<file path="config.mk">
export PLATFORM = sky130hd
export DESIGN_NAME = cpu_clk_ctrl
export DESIGN_NICKNAME = d
export VERILOG_FILES = /design/src/rtl/cpu_clk_ctrl.sv
export SDC_FILE = /design/constraint.sdc
export NUM_CORES = 1
export LEC_CHECK = 0
export BUFFER_PORTS_ARGS = -buffer_cell sky130_fd_sc_hd__buf_2
export CAP_MARGIN = 10
export CORE_UTILIZATION = 54
export DETAILED_ROUTE_END_ITERATION = 6
export PLACE_DENSITY_LB_ADDON = 0.1
export SYNTH_ARGS = -nofsm -noshare
export SYNTH_HDL_FRONTEND = slang
export SYNTH_SLANG_ARGS = --single-unit
export TNS_END_PERCENT = 1
</file>
<file path="constraint.sdc">
create_clock -name I_CLK -period 4.2 [get_ports I_CLK]
set_input_delay 0.84 -clock I_CLK [delete_from_list [all_inputs] [get_ports I_CLK]]
set_output_delay 0.84 -clock I_CLK [all_outputs]
set_load 0.005 [all_outputs]
</file>
<file path="src/rtl/cpu_clk_ctrl.sv">
// cpu_clk_ctrl: run/step/halt sequencer for the divided CPU clock.
// Builds a square O_CLK of programmable period from I_CLK and a one-cycle
// O_CE pulse on every O_CLK rising edge. Divisor changes are taken through
// a valid/ready handshake and only take effect on an O_CLK falling edge,
// so the divided clock never produces a short phase.
module cpu_clk_ctrl #(
  parameter logic [31:0] DEF_DIV = 32'd20,
  parameter logic [31:0] MIN_DIV = 32'd2
) (
  input  logic        I_CLK,
  input  logic        RST,
  input  logic [1:0]  I_MODE,
  input  logic        I_STEP,
  input  logic [31:0] I_DIV,
  input  logic        I_DIV_VALID,
  output logic        O_DIV_READY,
  output logic        O_CLK,
  output logic        O_CE,
  output logic        O_HALTED,
  output logic [31:0] O_CYCLES
);

  localparam logic [1:0] ST_IDLE = 2'd0;
  localparam logic [1:0] ST_RUN  = 2'd1;
  localparam logic [1:0] ST_STEP = 2'd2;

  localparam logic [1:0] MODE_RUN  = 2'b01;
  localparam logic [1:0] MODE_STEP = 2'b10;

  logic [1:0]  state_q, state_d;
  logic [31:0] cnt_q, cnt_d;
  logic        clk_q, clk_d;
  logic        ce_q, ce_d;
  logic        halted_q, halted_d;
  logic [31:0] div_cur_q, div_cur_d;
  logic [31:0] div_pend_q, div_pend_d;
  logic        pend_q, pend_d;
  logic        ready_q, ready_d;
  logic        step_prev_q, step_prev_d;
  logic [31:0] cycles_q, cycles_d;

  logic [31:0] half;
  logic        toggle;
  logic        rise;
  logic        fall;
  logic        boundary;
  logic        step_edge;
  logic        accept;
  logic [31:0] div_clamped;

  // Period bookkeeping: half period, toggle point and the falling-edge boundary.
  always_comb begin
    half        = div_cur_q >> 1;
    toggle      = (state_q != ST_IDLE) && (cnt_q == half);
    rise        = toggle && !clk_q;
    fall        = toggle && clk_q;
    boundary    = (state_q == ST_IDLE) || fall;
    step_edge   = I_STEP && !step_prev_q;
    accept      = I_DIV_VALID && ready_q;
    div_clamped = (I_DIV < MIN_DIV) ? MIN_DIV : I_DIV;
  end

  // Sequencer, divided-clock generation and divisor handshake next-state logic.
  always_comb begin
    state_d     = state_q;
    cnt_d       = cnt_q;
    clk_d       = clk_q;
    div_cur_d   = div_cur_q;
    div_pend_d  = div_pend_q;
    pend_d      = pend_q;
    ready_d     = ready_q;
    step_prev_d = I_STEP;
    ce_d        = rise;
    cycles_d    = cycles_q + {31'd0, rise};

    case (state_q)
      ST_IDLE: begin
        cnt_d = 32'd0;
        clk_d = 1'b0;
        if (I_MODE == MODE_RUN) begin
          state_d = ST_RUN;
          cnt_d   = 32'd1;
        end else if ((I_MODE == MODE_STEP) && step_edge) begin
          state_d = ST_STEP;
          cnt_d   = 32'd1;
        end
      end
      ST_RUN, ST_STEP: begin
        if (toggle) begin
          clk_d = !clk_q;
          cnt_d = 32'd1;
        end else begin
          cnt_d = cnt_q + 32'd1;
        end
        // A step always ends after one full period; run ends only when the
        // mode has left RUN, and only once the high phase has completed.
        if (fall && ((state_q == ST_STEP) || (I_MODE != MODE_RUN))) begin
          state_d = ST_IDLE;
          cnt_d   = 32'd0;
        end
      end
      default: begin
        state_d = ST_IDLE;
        cnt_d   = 32'd0;
        clk_d   = 1'b0;
      end
    endcase

    // Pending divisor lands at a boundary so the new half period governs
    // the period starting there; ready reopens right after.
    if (boundary && pend_q) begin
      div_cur_d = div_pend_q;
      pend_d    = 1'b0;
      ready_d   = 1'b1;
    end

    // Ready is low whenever a divisor is pending, so accept and apply never
    // happen on the same edge.
    if (accept) begin
      div_pend_d = div_clamped;
      pend_d     = 1'b1;
      ready_d    = 1'b0;
    end

    halted_d = (state_d == ST_IDLE);
  end

  // State registers with asynchronous reset; reset drops O_CLK at once and
  // discards any in-flight divisor request.
  always_ff @(posedge I_CLK or posedge RST) begin
    if (RST) begin
      state_q     <= ST_IDLE;
      cnt_q       <= 32'd0;
      clk_q       <= 1'b0;
      ce_q        <= 1'b0;
      halted_q    <= 1'b1;
      div_cur_q   <= DEF_DIV;
      div_pend_q  <= DEF_DIV;
      pend_q      <= 1'b0;
      ready_q     <= 1'b1;
      step_prev_q <= 1'b0;
      cycles_q    <= 32'd0;
    end else begin
      state_q     <= state_d;
      cnt_q       <= cnt_d;
      clk_q       <= clk_d;
      ce_q        <= ce_d;
      halted_q    <= halted_d;
      div_cur_q   <= div_cur_d;
      div_pend_q  <= div_pend_d;
      pend_q      <= pend_d;
      ready_q     <= ready_d;
      step_prev_q <= step_prev_d;
      cycles_q    <= cycles_d;
    end
  end

  assign O_DIV_READY = ready_q;
  assign O_CLK       = clk_q;
  assign O_CE        = ce_q;
  assign O_HALTED    = halted_q;
  assign O_CYCLES    = cycles_q;

endmodule

</file>
**Yosys cells after proc, flatten, opt, wreduce, memory -nomap -nowiden**

Index checks and enable logic that the tools add are counted.
Widths: inputs -> output; s select.

- Bits in registers: 136
- Bits of input ports: 38
- Logic and storage cells: 54

- Add/subtract/negate cells: 2
- $lt $le $gt $ge: 1
- Equal/unequal tests: 7
- Multiplexer cells: 16
- Reduce and logical (&&, ||, !) cells: 17

Operators by type and width:

| kind | count |
|---|---|
| $mux 32 | 3 |
| $pmux 32 s2 | 1 |
| $add 32x1->32 | 1 |
| $add 32x1->32 const B | 1 |
| $eq 32x31->1 | 1 |
| $lt 32x2->1 const B | 1 |
| $logic_and 1x1->1 | 8 |
| $mux 1 | 8 |
| $mux 2 | 3 |
| $eq 2x1->1 const B | 2 |
| $eq 2x2->1 const B | 2 |
| $logic_not 2->1 | 2 |
| $pmux 2 s2 | 1 |
| $reduce_bool 2->1 | 2 |
| $logic_not 1->1 | 2 |
| $logic_or 1x1->1 | 2 |
| $ne 2x1->1 const B | 1 |
| $ne 2x2->1 const B | 1 |
| $reduce_or 2->1 | 1 |

**Longest topological paths before layout**

- Depth in word-level cells: 7
- Gate-level depth with buffers: 15
- Gate-level depth less buffers: 14

**Least setup slack after synthesis**

OpenSTA, ideal clock, no wires.

- Path kind: flip-flop to flip-flop
- From: register state_q[0]
- To: register cycles_q[27] (netlist: O_CYCLES[27])
- Library setup time: 0.079 ns
- Arrival time: 3.255 ns
- Data required time: 4.121 ns
- Setup slack: 0.866 ns
- Stages on the path, launching flop included: 15
- Path buffers: 1
- Clock period less this slack: 3.334 ns
- Cells stage by stage: dfrtp_1 inv_1 ha_1 nor2_1 nand4_1 or4_4 buf_6 or3_1 inv_1 ha_1 and4_1 nor3b_1 nand3_1 nor2_1 xor2_1

- Longest elaborated chain between the ends: 4

RTL lines:

| element | line | text |
|---|---|---|
| from (decl) | 30 | `logic [1:0] state_q, state_d;` |
| from (signal assigned) | 144 | `state_q <= state_d;` |
| $reduce_bool 2->1 | 54 | `toggle = (state_q != ST_IDLE) && (cnt_q == half);` |
| $logic_and 1x1->1 | 54 |  |
| $logic_and 1x1->1 | 55 | `rise = toggle && !clk_q;` |
| net ce_d | 33 | `logic ce_q, ce_d;` |
| $add 32x1->32 | 74 | `cycles_d = cycles_q + {31'd0, rise};` |
| net cycles_d[27] | 40 | `logic [31:0] cycles_q, cycles_d;` |
| to (signal assigned) | 154 | `cycles_q <= cycles_d;` |
| to (decl) | 40 |  |

The timed path passes the listed nets, and every way through them passes these cells.
A chain may end at the register's enable or synchronous reset.

**Final worst setup path**

- From: register state_q[1]
- To: register cycles_q[27] (netlist: O_CYCLES[27])

The elaborated chain is that of the path after synthesis.

==> metrics list <==
- Dividing the final minimum period by the clock period gives 0.810.
- Of the synthesized area, sequential elements account for 0.477.
* Final Max Slew Viols: 0
- CTS built an H-tree with a depth of 4.
- Cell at the root of the clock tree: sky130_fd_sc_hd__clkbuf_16
* Vias per inst: 5.96
- Sum of buffers and inverters on the critical path: 3
* Synthesis-to-finish area growth: 16.0%
- The signal on the critical path passes through inv_1 -> ha_2 -> nor2_1 -> nand4_1 -> or4_4 -> or3_1 -> inv_1 -> ha_1 -> and4_1 -> nor3b_1 -> buf_4 -> nand3_1 -> nor2_1 -> xor2_1.
- Worst-path cell with the longest stage delay: sky130_fd_sc_hd__or4_4
- Of the cells placed in the final design, the portion with a size suffix greater than 1 is 0.208.
- Clock Path Buffers: 2
* # resized after CTS: 0
* Post-route cell area: 8180 µm²
- Antenna Diode Count: 0
* Synth cell types: 39
* Die width: 116 µm
- Final worst clock skew: 0.00575 ns
* Initial core utilization: 0.556
* Post-synthesis register bit count: 134
- The floorplan has 41 rows.
* WL final: 16.1 mm
- Aggregate global-route resource usage: 0.255
- Tracing the worst setup path back leads to its startpoint at state_q[1]$_DFF_PP0_.
- The library cell used most frequently in the layout, excluding fill and tap cells, is sky130_fd_sc_hd__dfrtp_1.
- Dividing the detail-routed wire length by the instance count gives 17.1 µm.
- For the pin with the worst max-slew slack, the measured transition is 1.16 ns.
- Maximum number of pins on one net before global-route repair: 135
- Clock-pin slew was measured on the worst setup and hold paths at 0.06 ns.
* Clock tree from TritonCTS: done
- Data on the critical path is required at its endpoint by 4.54 ns.
- Final worst setup slack: 0.797 ns
* Area taken by flip-flops and latches: 3360 µm²
- For this design the top-level I/O count stands at 74.
- The final-report hold violation count came to 0.
* Final TNS setup: 0 ns
- For this run, design rule violations remaining after detail routing come to 0.
* Slowest cell delay on critical path: 0.53 ns
- Data arrives at the worst endpoint at 3.74 ns.
- Time the worst path needs with I/O delays and setup: 3.40 ns
- STA classifies the critical path startpoint as a flop.
- Timing would allow up to 294 MHz.
* Power density relative to cell area: 593 nW/µm²
- Summing internal, switching and leakage power gives 0.00485 W.
- Core area: 12700 µm²
* Num Clock Sinks: 134
* Highest net fanout along the worst path: 7
- Number of buffer cells added on primary ports: 72
- At the placement stage, the worst setup path has a slack of 0.801 ns.
- At the end of routability-driven placement, the weighted congestion stood at 0.915.
- In this run the static leakage power is 3.43 nW.
* Count of nets after finishing: 803
* Clk Latency, worst-skew pair: 0.41 ns
- After detailed placement, the total cell area comes to 7530 µm².
* Peak supply drop: 0.000522 V
- Cells after synthesis: 699
* Synthesis Warnings: 0
- Post-synthesis instance area: 7050 µm²
- Via count of the first global-routing pass: 5255
- The worst register-to-register path begins at state_q[1]$_DFF_PP0_.
- Placed Cells: 911
- The setup path with the least slack is of type reg -> reg.
* Commonest cells after routing, fill and taps aside: 128 x sky130_fd_sc_hd__dfrtp_1, 72 x sky130_fd_sc_hd__buf_2, 55 x sky130_fd_sc_hd__nor2_1, 54 x sky130_fd_sc_hd__nand3_1, 50 x sky130_fd_sc_hd__xor2_1
- The run finished with clean final reports.
- Count of max-cap constraint violations: 0
* Dpl hpwl: 10.6 mm
* Number of antenna violations at the first check in global routing: 0
- STA classifies the critical path endpoint as a flop.
* Buffer count from post-CTS setup fixing: 0
* First-pass GRT wire length: 26.4 mm
- Summing all multi-input logic gate instances after layout gives 3450 µm².
* Count of non-filler cells in the finished layout: 943
- In this run the most critical hold path is launched from O_CYCLES[31]$_DFF_PP0_.
- Global route total overflow: 0
* Worst relative slew slack: 0.228
- For this run, the leading register cell type out of synthesis is sky130_fd_sc_hd__dfrtp_1.
- In this run, post-CTS hold repair placed 0 buffers.
- Area of the die: 13500 µm²
- Setup repair after global routing left no endpoint under its margin.
- The number of nets handed over by synthesis was 744.
* Number of enable-type register cells in the synthesized netlist: 0
- Total clock buffers created by CTS: 17
- In this run the remaining antenna-violating nets after routing total 0.
- The detailed router finished its first iteration with 402 violations.
- After filler insertion, the fill cell instance count of the layout stands at 1064.
- Broken down by cell family, the worst path's largest delay share belongs to simple AND/OR/NAND/NOR gates.
- Mean area per synthesized cell: 10.1 µm²
* Async set-or-reset flop fraction in the synthesized netlist: 1.00
* Vertical die dimension: 116 µm
* Initial DRT Pass Iterations: 5
- Via Count: 5620
- Final number of setup-violating endpoints: 0
- Worst hold-check path type: reg -> reg
routing by layer:
layer / vias up / GRT usage / wire length (µm)
met3: 21 / 0.0405 / 685
met2: 162 / 0.398 / 7660
met1: 2789 / 0.360 / 7540
met5: - / 0 / 0
li1: 2648 / - / -
met4: 0 / 0.0915 / 252
final timing paths:
kind / slack, ns / to / cells after the start
max: 0.80 / O_CYCLES[27]$_DFF_PP0_ / 14
max in group asynchronous: 2.99 / div_pend_q[20]$_DFFE_PP0P_ / 3
min reg2reg: 0.47 / O_CYCLES[31]$_DFF_PP0_ / 1
min in group asynchronous: 0.61 / O_CYCLES[17]$_DFF_PP0_ / 3
max reg2reg: 0.80 / O_CYCLES[27]$_DFF_PP0_ / 14
min: 0.47 / O_CYCLES[31]$_DFF_PP0_ / 1
Yosys cell counts, types with 4 or more instances:
cell type / count / area (µm²)
sky130_fd_sc_hd__a221oi_1: 31 / 272
sky130_fd_sc_hd__o21ai_0: 40 / 200
sky130_fd_sc_hd__nand2_1: 29 / 109
sky130_fd_sc_hd__and3_1: 38 / 238
sky130_fd_sc_hd__dfstp_2: 6 / 158
sky130_fd_sc_hd__xnor2_1: 40 / 350
sky130_fd_sc_hd__o211ai_1: 32 / 240
sky130_fd_sc_hd__dfrtp_1: 128 / 3200
sky130_fd_sc_hd__nor2b_1: 34 / 213
sky130_fd_sc_hd__nand3_1: 54 / 270
sky130_fd_sc_hd__buf_6: 5 / 56.3
sky130_fd_sc_hd__inv_1: 11 / 41.3
sky130_fd_sc_hd__nor2_1: 55 / 206
sky130_fd_sc_hd__ha_1: 7 / 87.6
sky130_fd_sc_hd__mux2_2: 30 / 338
sky130_fd_sc_hd__buf_2: 4 / 20.0
sky130_fd_sc_hd__nor3_1: 5 / 25.0
sky130_fd_sc_hd__xor2_1: 50 / 438
sky130_fd_sc_hd__nor4_1: 12 / 75.1
sky130_fd_sc_hd__nand4_1: 26 / 163
sky130_fd_sc_hd__clkbuf_1: 35 / 131
flip-flops by register name, summed over array words and instances, names as in the netlist:
| name | cells |
|---|---|
| div_pend_q | 31 |
| div_cur_q | 31 |
| O_DIV_READY | 1 |
| step_prev_q | 1 |
| O_CYCLES | 32 |
| O_HALTED | 1 |
| O_CLK | 1 |
| state_q | 2 |
| pend_q | 1 |
| O_CE | 1 |
| cnt_q | 32 |
layout make-up:
type | instances | area share
clock buffers | 21 | 0.0587
clock inverters | 11 | 0.0208
inverters | 11 | 0.00551
multi-input cells | 510 | 0.421
flip-flops and latches | 134 | 0.411
well taps | 172 | 0.0263
repair buffers | 84 | 0.0566
cell families after synthesis:
family / synth area share
AO/OA/AOI/OAI: 0.113
XOR/XNOR: 0.112
adder cells (fa/ha/maj): 0.0124
buffers and inverters: 0.0353
flip-flops: 0.477
multiplexers: 0.0479
AND/OR/NAND/NOR: 0.203
where the power goes:
group | leakage, nW | switching (W) | internal [W]
clock | 0.312 | 0.000562 | 0.00106
combinational | 1.49 | 0.000809 | 0.000605
sequential | 1.63 | 0.000245 | 0.00158
total | 3.43 | 0.00162 | 0.00324
stage by stage:
| step | hold slack, ns | util |
|---|---|---|
| after floorplan | 0.463 | - |
| after global placement | 0.452 | 0.594 |
| after detailed placement | 0.456 | 0.594 |
| after CTS | 0.468 | 0.646 |
| after global routing | 0.488 | 0.646 |
| final | 0.465 | 0.646 |
(Power assumes the default switching activity.)
